**src/rtl/uart_pkg.sv**
```systemverilog
// ---------------------------------------------------------------------------
// uart_pkg
// Shared UART definitions used by both the transmit and receive paths.
//   tx_state_t     : transmitter FSM states (PARITY only reached when the
//                    transmitter is built with UART_TX_PARITY_EN)
//   UART_DATA_BITS : number of data bits per character
// ---------------------------------------------------------------------------
package uart_pkg;

  localparam int UART_DATA_BITS = 8;

  typedef enum logic [2:0] {
    IDLE,
    START,
    DATA,
    PARITY,
    STOP
  } tx_state_t;

endpackage

```
**src/rtl/uart_tx_buffered_sync_fifo.sv**
```systemverilog
// ---------------------------------------------------------------------------
// sync_fifo
// Single-clock FIFO with first-word fall-through read data.
// Parameters:
//   WIDTH : word width in bits
//   DEPTH : number of entries, power of two, >= 2
// Ports:
//   clk    in   clock, all logic on posedge
//   rst_n  in   asynchronous active-low reset (empties the FIFO)
//   push   in   write wdata this cycle (ignored while full)
//   wdata  in   word to write
//   pop    in   consume the head word this cycle (ignored while empty)
//   rdata  out  head word, valid while empty = 0
//   full   out  FIFO holds DEPTH words
//   empty  out  FIFO holds no words
//   count  out  current occupancy, 0..DEPTH
// ---------------------------------------------------------------------------
module sync_fifo #(
  parameter int WIDTH = 8,
  parameter int DEPTH = 16
) (
  input  logic                     clk,
  input  logic                     rst_n,
  input  logic                     push,
  input  logic [WIDTH-1:0]         wdata,
  input  logic                     pop,
  output logic [WIDTH-1:0]         rdata,
  output logic                     full,
  output logic                     empty,
  output logic [$clog2(DEPTH):0]   count
);

  localparam int AW = $clog2(DEPTH);

  logic [AW-1:0]    wr_ptr_q, wr_ptr_d;
  logic [AW-1:0]    rd_ptr_q, rd_ptr_d;
  logic [AW:0]      count_q, count_d;
  logic [WIDTH-1:0] mem_q [DEPTH];
  logic [WIDTH-1:0] mem_d [DEPTH];
  logic             do_push;
  logic             do_pop;

  // A push into a full FIFO is dropped even when a pop frees a slot on the
  // same edge, so the accept decision looks only at the registered full flag.
  assign do_push = push & ~full;
  assign do_pop  = pop & ~empty;

  always_comb begin
    mem_d    = mem_q;
    wr_ptr_d = wr_ptr_q;
    rd_ptr_d = rd_ptr_q;
    count_d  = count_q;
    if (do_push) begin
      mem_d[wr_ptr_q] = wdata;
      wr_ptr_d        = wr_ptr_q + AW'(1);
    end
    if (do_pop) begin
      rd_ptr_d = rd_ptr_q + AW'(1);
    end
    case ({do_push, do_pop})
      2'b10:   count_d = count_q + (AW+1)'(1);
      2'b01:   count_d = count_q - (AW+1)'(1);
      default: count_d = count_q;
    endcase
  end

  // Storage needs no reset: entries are only read once written.
  always_ff @(posedge clk) begin
    mem_q <= mem_d;
  end

  always_ff @(posedge clk or negedge rst_n) begin
    if (!rst_n) begin
      wr_ptr_q <= '0;
      rd_ptr_q <= '0;
      count_q  <= '0;
    end else begin
      wr_ptr_q <= wr_ptr_d;
      rd_ptr_q <= rd_ptr_d;
      count_q  <= count_d;
    end
  end

  assign rdata = mem_q[rd_ptr_q];
  assign full  = (count_q == (AW+1)'(DEPTH));
  assign empty = (count_q == '0);
  assign count = count_q;

endmodule

```
**src/rtl/uart_tx_buffered.sv**
```systemverilog
// ---------------------------------------------------------------------------
// uart_tx_buffered
// Buffered UART transmitter: bytes written with we/data_in are queued in a
// FIFO and sent on RsTx as 8N1 frames (8E1 when UART_TX_PARITY_EN is
// defined, adding an even-parity bit between bit 7 and the stop bit).
// Parameters:
//   CLK_FREQ : system clock in Hz
//   BAUD     : line rate in bit/s, CLK_FREQ/BAUD >= 2
//   DEPTH    : FIFO depth in bytes, power of two, >= 2
// Ports:
//   clk       in   system clock, all logic on posedge
//   rst_n     in   asynchronous active-low reset
//   data_in   in   byte to enqueue
//   we        in   write strobe, one byte per cycle while high
//   full      out  FIFO holds DEPTH bytes
//   busy      out  frame in progress or FIFO non-empty
//   overflow  out  sticky, set by a write while full, cleared by reset only
//   RsTx      out  registered serial line, idle high
// Build option: UART_TX_PARITY_EN
// ---------------------------------------------------------------------------
module uart_tx_buffered
  import uart_pkg::*;
#(
  parameter int CLK_FREQ = 100_000_000,
  parameter int BAUD     = 9600,
  parameter int DEPTH    = 16
) (
  input  logic       clk,
  input  logic       rst_n,
  input  logic [7:0] data_in,
  input  logic       we,
  output logic       full,
  output logic       busy,
  output logic       overflow,
  output logic       RsTx
);

  localparam int BIT_CYCLES = CLK_FREQ / BAUD;
  localparam int CW         = $clog2(BIT_CYCLES);
  localparam logic [CW-1:0] BIT_LAST = CW'(BIT_CYCLES - 1);
  localparam logic [2:0]    IDX_LAST = 3'(UART_DATA_BITS - 1);

  tx_state_t                  state_q, state_d;
  logic [CW-1:0]              bit_cnt_q, bit_cnt_d;
  logic [2:0]                 bit_idx_q, bit_idx_d;
  logic [UART_DATA_BITS-1:0]  shift_q, shift_d;
  logic                       tx_q, tx_d;
  logic                       overflow_q, overflow_d;
`ifdef UART_TX_PARITY_EN
  logic                       parity_q, parity_d;
`endif

  logic                       fifo_pop;
  logic [UART_DATA_BITS-1:0]  fifo_rdata;
  logic                       fifo_full;
  logic                       fifo_empty;
  logic [$clog2(DEPTH):0]     fifo_count;
  logic                       bit_end;

  sync_fifo #(
    .WIDTH (UART_DATA_BITS),
    .DEPTH (DEPTH)
  ) u_fifo (
    .clk   (clk),
    .rst_n (rst_n),
    .push  (we),
    .wdata (data_in),
    .pop   (fifo_pop),
    .rdata (fifo_rdata),
    .full  (fifo_full),
    .empty (fifo_empty),
    .count (fifo_count)
  );

  assign bit_end = (bit_cnt_q == BIT_LAST);

  // tx_d is the line level for the state being entered, so RsTx changes on
  // the same edge as the state and stays a clean registered output.
  always_comb begin
    state_d    = state_q;
    bit_cnt_d  = bit_end ? '0 : bit_cnt_q + CW'(1);
    bit_idx_d  = bit_idx_q;
    shift_d    = shift_q;
    tx_d       = tx_q;
    fifo_pop   = 1'b0;
    overflow_d = overflow_q | (we & fifo_full);
`ifdef UART_TX_PARITY_EN
    parity_d   = parity_q;
`endif
    case (state_q)
      IDLE: begin
        bit_cnt_d = '0;
        tx_d      = 1'b1;
        if (!fifo_empty) begin
          fifo_pop  = 1'b1;
          shift_d   = fifo_rdata;
          bit_idx_d = '0;
          tx_d      = 1'b0;
          state_d   = START;
`ifdef UART_TX_PARITY_EN
          parity_d  = ^fifo_rdata;
`endif
        end
      end
      START: begin
        if (bit_end) begin
          tx_d    = shift_q[0];
          state_d = DATA;
        end
      end
      DATA: begin
        if (bit_end) begin
          if (bit_idx_q == IDX_LAST) begin
`ifdef UART_TX_PARITY_EN
            tx_d    = parity_q;
            state_d = PARITY;
`else
            tx_d    = 1'b1;
            state_d = STOP;
`endif
          end else begin
            bit_idx_d = bit_idx_q + 3'd1;
            shift_d   = {1'b0, shift_q[UART_DATA_BITS-1:1]};
            tx_d      = shift_q[1];
          end
        end
      end
`ifdef UART_TX_PARITY_EN
      PARITY: begin
        if (bit_end) begin
          tx_d    = 1'b1;
          state_d = STOP;
        end
      end
`endif
      STOP: begin
        // Chain straight into the next start bit when more bytes wait.
        if (bit_end) begin
          if (!fifo_empty) begin
            fifo_pop  = 1'b1;
            shift_d   = fifo_rdata;
            bit_idx_d = '0;
            tx_d      = 1'b0;
            state_d   = START;
`ifdef UART_TX_PARITY_EN
            parity_d  = ^fifo_rdata;
`endif
          end else begin
            tx_d    = 1'b1;
            state_d = IDLE;
          end
        end
      end
      default: begin
        tx_d      = 1'b1;
        bit_cnt_d = '0;
        state_d   = IDLE;
      end
    endcase
  end

  always_ff @(posedge clk or negedge rst_n) begin
    if (!rst_n) begin
      state_q    <= IDLE;
      bit_cnt_q  <= '0;
      bit_idx_q  <= '0;
      shift_q    <= '0;
      tx_q       <= 1'b1;
      overflow_q <= 1'b0;
`ifdef UART_TX_PARITY_EN
      parity_q   <= 1'b0;
`endif
    end else begin
      state_q    <= state_d;
      bit_cnt_q  <= bit_cnt_d;
      bit_idx_q  <= bit_idx_d;
      shift_q    <= shift_d;
      tx_q       <= tx_d;
      overflow_q <= overflow_d;
`ifdef UART_TX_PARITY_EN
      parity_q   <= parity_d;
`endif
    end
  end

  assign RsTx     = tx_q;
  assign full     = fifo_full;
  assign overflow = overflow_q;
  assign busy     = (state_q != IDLE) | (fifo_count != '0);

endmodule
```
**config.mk**
```make
export PLATFORM = sky130hd
export DESIGN_NAME = uart_tx_buffered
export DESIGN_NICKNAME = d
export VERILOG_FILES = /design/src/rtl/uart_pkg.sv /design/src/rtl/uart_tx_buffered_sync_fifo.sv /design/src/rtl/uart_tx_buffered.sv
export SDC_FILE = /design/constraint.sdc
export NUM_CORES = 1
export LEC_CHECK = 0
export CORE_ASPECT_RATIO = 1.25
export CORE_UTILIZATION = 65
export DETAILED_ROUTE_END_ITERATION = 16
export MAX_ROUTING_LAYER = met4
export PLACE_DENSITY = 0.91
export SYNTH_ARGS = -nofsm -noshare
export SYNTH_HDL_FRONTEND = slang
export SYNTH_SLANG_ARGS = --single-unit
export TNS_END_PERCENT = 50
```
**constraint.sdc**
```tcl
create_clock -name clk -period 5.9 [get_ports clk]
set_input_delay 1.18 -clock clk [delete_from_list [all_inputs] [get_ports clk]]
set_output_delay 1.18 -clock clk [all_outputs]
set_load 0.03 [all_outputs]
```
# Word-level counts from Yosys, hierarchy flattened
# Cells that the tools add are included.
[op_classes] add_sub_neg=6 n_lt_le_gt_ge=3 eq_ne=14 mux=35 bitwise=9 reduce_logical=11
[ops] operator="128-bit bitwise mux" count=1
[ops] operator="8-bit 2-to-1 mux" count=7
[ops] operator="8-bit binary-select mux with 4-bit select" count=1
[ops] operator="8-bit demux with 4-bit select" count=1
[ops] operator="14-bit 2-to-1 mux" count=2
[ops] operator="3-bit 2-to-1 mux" count=9
[ops] operator="8-bit one-hot mux with 3 select lines" count=1
[ops] operator="14-bit by 1-bit adder with 14-bit output (second input constant)" count=1
[ops] operator="14-bit equality test (second input constant)" count=1
[ops] operator="2-bit != test (second input constant)" count=6
[ops] operator="3-bit one-hot mux with 4 select lines" count=1
[ops] operator="5-bit greater-or-equal comparator (second input constant)" count=2
[ops] operator="4-bit NOT with 5-bit output" count=2
[ops] operator="5-bit one-hot mux with 2 select lines" count=1
[ops] operator="3-bit one-hot mux with 3 select lines" count=1
[ops] operator="4-bit by 1-bit adder with 4-bit output (second input constant)" count=2
[ops] operator="1-bit 2-to-1 mux" count=8
[ops] operator="3-bit equality test (second input constant)" count=2
[ops] operator="3-bit nonzero test" count=2
[ops] operator="5-bit by 1-bit adder with 5-bit output (second input constant)" count=1
[ops] operator="5-bit equality test (second input constant)" count=1
[ops] operator="5-bit zero test" count=1
[ops] operator="5-bit by 1-bit < comparator with 1-bit output (second input constant)" count=1
[ops] operator="5-bit AND reduction" count=1
[ops] operator="other kinds (18)" count=22
[word_totals] regBits=171 input_bits=11 output_inout_bits=4 word_cells=103

# Depth between registers and ports, before layout
[logic_depth] ltp_word=7 mapped_depth=12 mapped_depth_nobuf=11

# Cells and area by module
# A second synthesis with hierarchy kept.
[hier_totals] cells_unflattened=478 area_unflattened_um2=7328.3
[modules_own_cells] module="sync_fifo" n_inst=1 cells_per_inst=332 area_each_um2=5779.3 seq_area_each_um2=4169.0
[modules_own_cells] module="uart_tx_buffered" n_inst=1 cells_per_inst=146 area_each_um2=1549.0 seq_area_each_um2=752.0

# Worst setup path after synthesis
# OpenSTA, ideal clock, no wires.
[synth_timing] kind="register -> register" start="register bit_cnt_q[9]" end="register u_fifo.count_q[4] (netlist: u_fifo.count[4])" setup_ps=125 t_arrival_ps=3088 required_ps=5775 path_slack_ps=2687 path_stages_with_launch=12 path_buffers=1 cell_sequence="dfrtp_1 or4b_4 or4_4 buf_6 a21oi_2 ha_1 ha_1 a21o_1 a21oi_1 xor2_1 nor2_1 xor2_1"
[synth_via] elab_chain_cells=6
[synth_lines] element="from (decl)" line_no="uart_tx_buffered.sv:44" text="logic [CW-1:0] bit_cnt_q, bit_cnt_d;"
[synth_lines] element="from (signal assigned)" line_no="uart_tx_buffered.sv:175" text="bit_cnt_q <= bit_cnt_d;"
[synth_lines] element="14-bit equality test (*)" line_no="uart_tx_buffered.sv:75" text="assign bit_end = (bit_cnt_q == BIT_LAST);"
[synth_lines] element="1-bit 2-to-1 mux (*)" line_no="uart_tx_buffered.sv:138" text="if (bit_end) begin"
[synth_lines] element="1-bit one-hot mux with 2 select lines (*)" line_no="uart_tx_buffered.sv:90" text="case (state_q)"
[synth_lines] element="1-bit bitwise AND (*)" line_no="uart_tx_buffered_sync_fifo.sv:46" text="assign do_pop = pop & ~empty;"
[synth_lines] element="named net u_fifo.do_pop" line_no="uart_tx_buffered_sync_fifo.sv:41" text="logic do_pop;"
[synth_lines] element="2-bit by 1-bit equality test with 1-bit output or 2-bit equality test (tied branches)" line_no="uart_tx_buffered_sync_fifo.sv:60" text="case ({do_push, do_pop})"
[synth_lines] element="5-bit one-hot mux with 2 select lines or 2-bit nonzero test (tied branches)"
[synth_lines] element="to (signal assigned)" line_no="uart_tx_buffered_sync_fifo.sv:80" text="count_q <= count_d;"
[synth_lines] element="to (decl)" line_no="uart_tx_buffered_sync_fifo.sv:37" text="logic [AW:0] count_q, count_d;"
# The timed path passes the listed nets; every way through them passes the cells marked *.
# A chain may end at the register's enable or synchronous reset.

# Worst setup path after layout
[layout_timing] start="register u_fifo.count_q[0] (netlist: u_fifo.count[0])" end="output port busy"
[layout_via] elab_chain_cells=2
[layout_lines] element="5-bit nonzero test" line_no="uart_tx_buffered.sv:189" text="assign busy = (state_q != IDLE) | (fifo_count != '0);"
[layout_lines] element="1-bit OR" line_no="uart_tx_buffered.sv:189"
[layout_lines] element="to (decl)" line_no="uart_tx_buffered.sv:33" text="output logic busy,"
# Every way passes these cells.

==> flow_metrics.env <==
export IMPL_fin_crit_sh_pct=58.8
export IMPL_place_congestion=0.775
export IMPL_coreArea_mm2=0.0107
export IMPL_dpl_cell_area_mm2=0.00741
export IMPL_pwr_share_comb_pct=27.6
export IMPL_p_sw_share_pct=30.7
export IMPL_cts_resized=0
export IMPL_startpoint_type="register"
export IMPL_synth_top_area_share_pct=53.4
export IMPL_grt_overflow=0
export IMPL_drt_iter0_markers=280
export IMPL_r2r_end="u_fifo.count[4]"
export IMPL_die_y_um=120
export IMPL_hold_path_end="overflow"
export IMPL_synth_area_per_cell_um2=16.3
export IMPL_grt_pass1_vias=4090
export IMPL_die_area_mm2=0.0115
export IMPL_rsz0062_at_grt="no"
export IMPL_p_int_mw=2.62
export IMPL_hp_class="reg2reg"
export IMPL_clkLatencyLatePin_ns=0.43
export IMPL_layout_drive_gt1_share_pct=18.1
export IMPL_detail_route_antenna_nets=0
export IMPL_clockBufferDepth=2
export IMPL_synth_cell_types=52
export IMPL_slew_headroom_pct=18.8
export IMPL_total_power_mw=3.78
export IMPL_initial_core_util_pct=67.5
export IMPL_area_delta_synth_final_pct=11.1
export IMPL_fillers=596
export IMPL_wl_per_cell_um=22.5
export IMPL_p_sw_mw=1.16
export IMPL_drc=0
export IMPL_cts_setup_buffers=0
export IMPL_crit_type="reg2out"
export IMPL_cp_max_fo=5
export IMPL_synth_edf_count=128
export IMPL_grt_pass1_wl_um=21100
export IMPL_drt_wl_total_um=13500
export IMPL_cts_root_buf="clkbuf_16"
export IMPL_grt_max_degree=44
export IMPL_async_flop_share_pct=25.1
export IMPL_yosys_register_bits=171
export IMPL_yosysTopAreaCell="edfxtp_1"
export IMPL_fin_setup_tns_ns=0
export IMPL_end_kind="output port"
export IMPL_synth_area_mm2=0.00720
export IMPL_clock_fmax_mhz=288
export IMPL_ir_drop_uv=292
export IMPL_ff2ff_path_depth=10
export IMPL_die_w_um=96.1
export IMPL_htree_levels=4
export IMPL_path_clk_slew_ns=0.06
export IMPL_max_slew_worst_pin_slew_ns=1.21
export IMPL_cts_tree="yes"
export IMPL_synth_seq_area_share_pct=68.4
export IMPL_insertedDiodeCount=0
export IMPL_clockPowerShare_pct=29.3
export IMPL_synth_flop_cell="edfxtp_1"
export IMPL_rr_startpoint="bit_cnt_q[9]"
export IMPL_viasPerCell=6.47
export IMPL_yosys_warnings=0
export IMPL_first_pass_iters=5
export IMPL_dp_hpwl_um=8250
export IMPL_p_leak_nw=2.91
export IMPL_seqPwrFrac_pct=43.1
export IMPL_dr_total_vias=3887
export IMPL_final_nets=480
export IMPL_num_rows=42
export IMPL_rrSetupSlack_ns=2.44
export IMPL_cp_arrival_ns=2.29
export IMPL_grt_use_total_pct=26.8
export IMPL_cts_sinks=171
export IMPL_worstPathRequired_ns=4.72
export IMPL_min_from="overflow"
export IMPL_finalMaxSlewViolations=0
export IMPL_port_buffers=14
export IMPL_cts_hold_buf=0
export IMPL_synthTopCellsByArea="edfxtp_1, dfrtp_1, mux4_2, mux2i_1, ha_1"
export IMPL_syn_instance_count=442
export IMPL_pin_count=15
export IMPL_fin_area_mm2=0.00800
export IMPL_whs_path_depth=1
export IMPL_maxCapViolations=0
export IMPL_numCtsBuffers=17
export IMPL_layout_min_cycle_time_ns=3.47
export IMPL_status="completed"
export IMPL_fin_skew_ns=0.0141
export IMPL_hold_viol=0
export IMPL_power_density_mw_per_mm2=472
export IMPL_setup_viol_count_final=0
export IMPL_synthesis_nets=466
export IMPL_antenna_found_initial=0
## placed cells by master, fill, tap and decap left out, types with 10 or more instances in the layout
cell type          n
edfxtp_1         128
dfrtp_1           41
nor2_1            38
mux4_2            26
nand2_1           22
mux2i_1           20
clkbuf_16         17
clkdlybuf4s50_1   13
ha_1              12
mux2_2            11
inv_1             11
o21ai_0           11
xor2_1            11
a21oi_1           10
xnor2_1           10
## power by group through the flow
stage	sequential, mW	combinational [mW]	clock (mW)
2_1_floorplan	1.60	0.813	0
3_3_place_gp	1.63	0.980	0
3_5_place_dp	1.64	1.02	0
4_1_cts	1.63	1.05	1.12
5_1_grt	1.65	1.13	1.15
6_report	1.63	1.04	1.11
## kinds of logic (layout without fill, tap and decap cells)
| family | count (synthesis) | in the layout | synth area share, % |
|---|---|---|---|
| AND/OR/NAND/NOR | 97 | 97 | 6.68 |
| flip-flops | 171 | 171 | 68.4 |
| buffers and inverters | 33 | 60 | 2.12 |
| AO/OA/AOI/OAI | 46 | 46 | 4.43 |
| adder cells (fa/ha/maj) | 13 | 13 | 2.36 |
| multiplexers | 61 | 61 | 13.5 |
| XOR/XNOR | 21 | 21 | 2.56 |
## worst max path at each step
| stage | from | endpoint | cells after the start |
|---|---|---|---|
| floorplan | bit_cnt_q[9] | u_fifo.count[4] | 11 |
| global placement | we | u_fifo.count[4] | 10 |
| detailed placement | we | u_fifo.count[4] | 10 |
| CTS | u_fifo.count[0] | busy | 4 |
| global route | bit_cnt_q[9] | u_fifo.count[4] | 10 |
| finish | u_fifo.count[0] | busy | 4 |
## through the flow
| stage | hold WS, ns | util (%) | worst slack [ns] | cells |
|---|---|---|---|---|
| after floorplan | 0.448 | - | 2.69 | 442 |
| final | 0.489 | 75.0 | 2.43 | 601 |
| after CTS | 0.496 | 75.0 | 2.39 | 601 |
| after global routing | 0.516 | 75.0 | 2.23 | 601 |
| after global placement | 0.438 | 69.5 | 2.36 | 569 |
| after detailed placement | 0.479 | 69.5 | 2.27 | 569 |
## state kept, by name (all words and copies together), names as in the netlist
signal and count:
RsTx 1, bit_cnt_q 14, bit_idx_q 3, overflow 1, shift_q 8, state_q 3, u_fifo.count 5, u_fifo.mem_q 128
u_fifo.rd_ptr_q 4, u_fifo.wr_ptr_q 4
## critical path, stage by stage (launching register included)
cell and delay [ns]:
dfrtp_1 0.45, or4_1 0.58, nor2_1 0.15, nand3b_1 0.10, clkdlybuf4s50_1 0.60
## cells in the mapped netlist, drive strengths merged (2+ instances only)
| master | n |
|---|---|
| edfxtp | 128 |
| dfrtp | 42 |
| nor2 | 38 |
| mux4 | 26 |
| nand2 | 22 |
| mux2i | 20 |
| mux2 | 15 |
| clkbuf | 12 |
| ha | 12 |
| a21oi | 11 |
| inv | 11 |
| o21ai | 11 |
| xor2 | 11 |
| buf | 10 |
| xnor2 | 10 |
| nand2b | 7 |
| nand4 | 7 |
| a221oi | 5 |
| nor3 | 5 |
| a31oi | 4 |
| a21o | 3 |
| a22o | 3 |
| nand3 | 3 |
| a2bb2oi | 2 |
| nor3b | 2 |
| nor4 | 2 |
| o221ai | 2 |
| or3 | 2 |
| or4 | 2 |
## layout make-up
class,count,area [µm²],area share (%)
Sequential cell,171,4920,61.5
Multi-Input combinational cell,238,2120,26.5
Clock buffer,18,429,5.37
Tap cell,132,165,2.07
Inverter,11,41.3,0.516
Timing Repair Buffer,17,158,1.97
Clock inverter,14,159,1.99
## layer usage
metal  part of all wire [%]  GRT usage, %  wire, µm  up-vias
met1                     37          30.8      5020     1959
met3                    5.9          6.15       790       40
met2                     54          44.1      7280      166
met5                      0             -         0        -
li1                       -             -         -     1722
met4                    3.0          12.9       403        0
(Power assumes the default switching activity.)
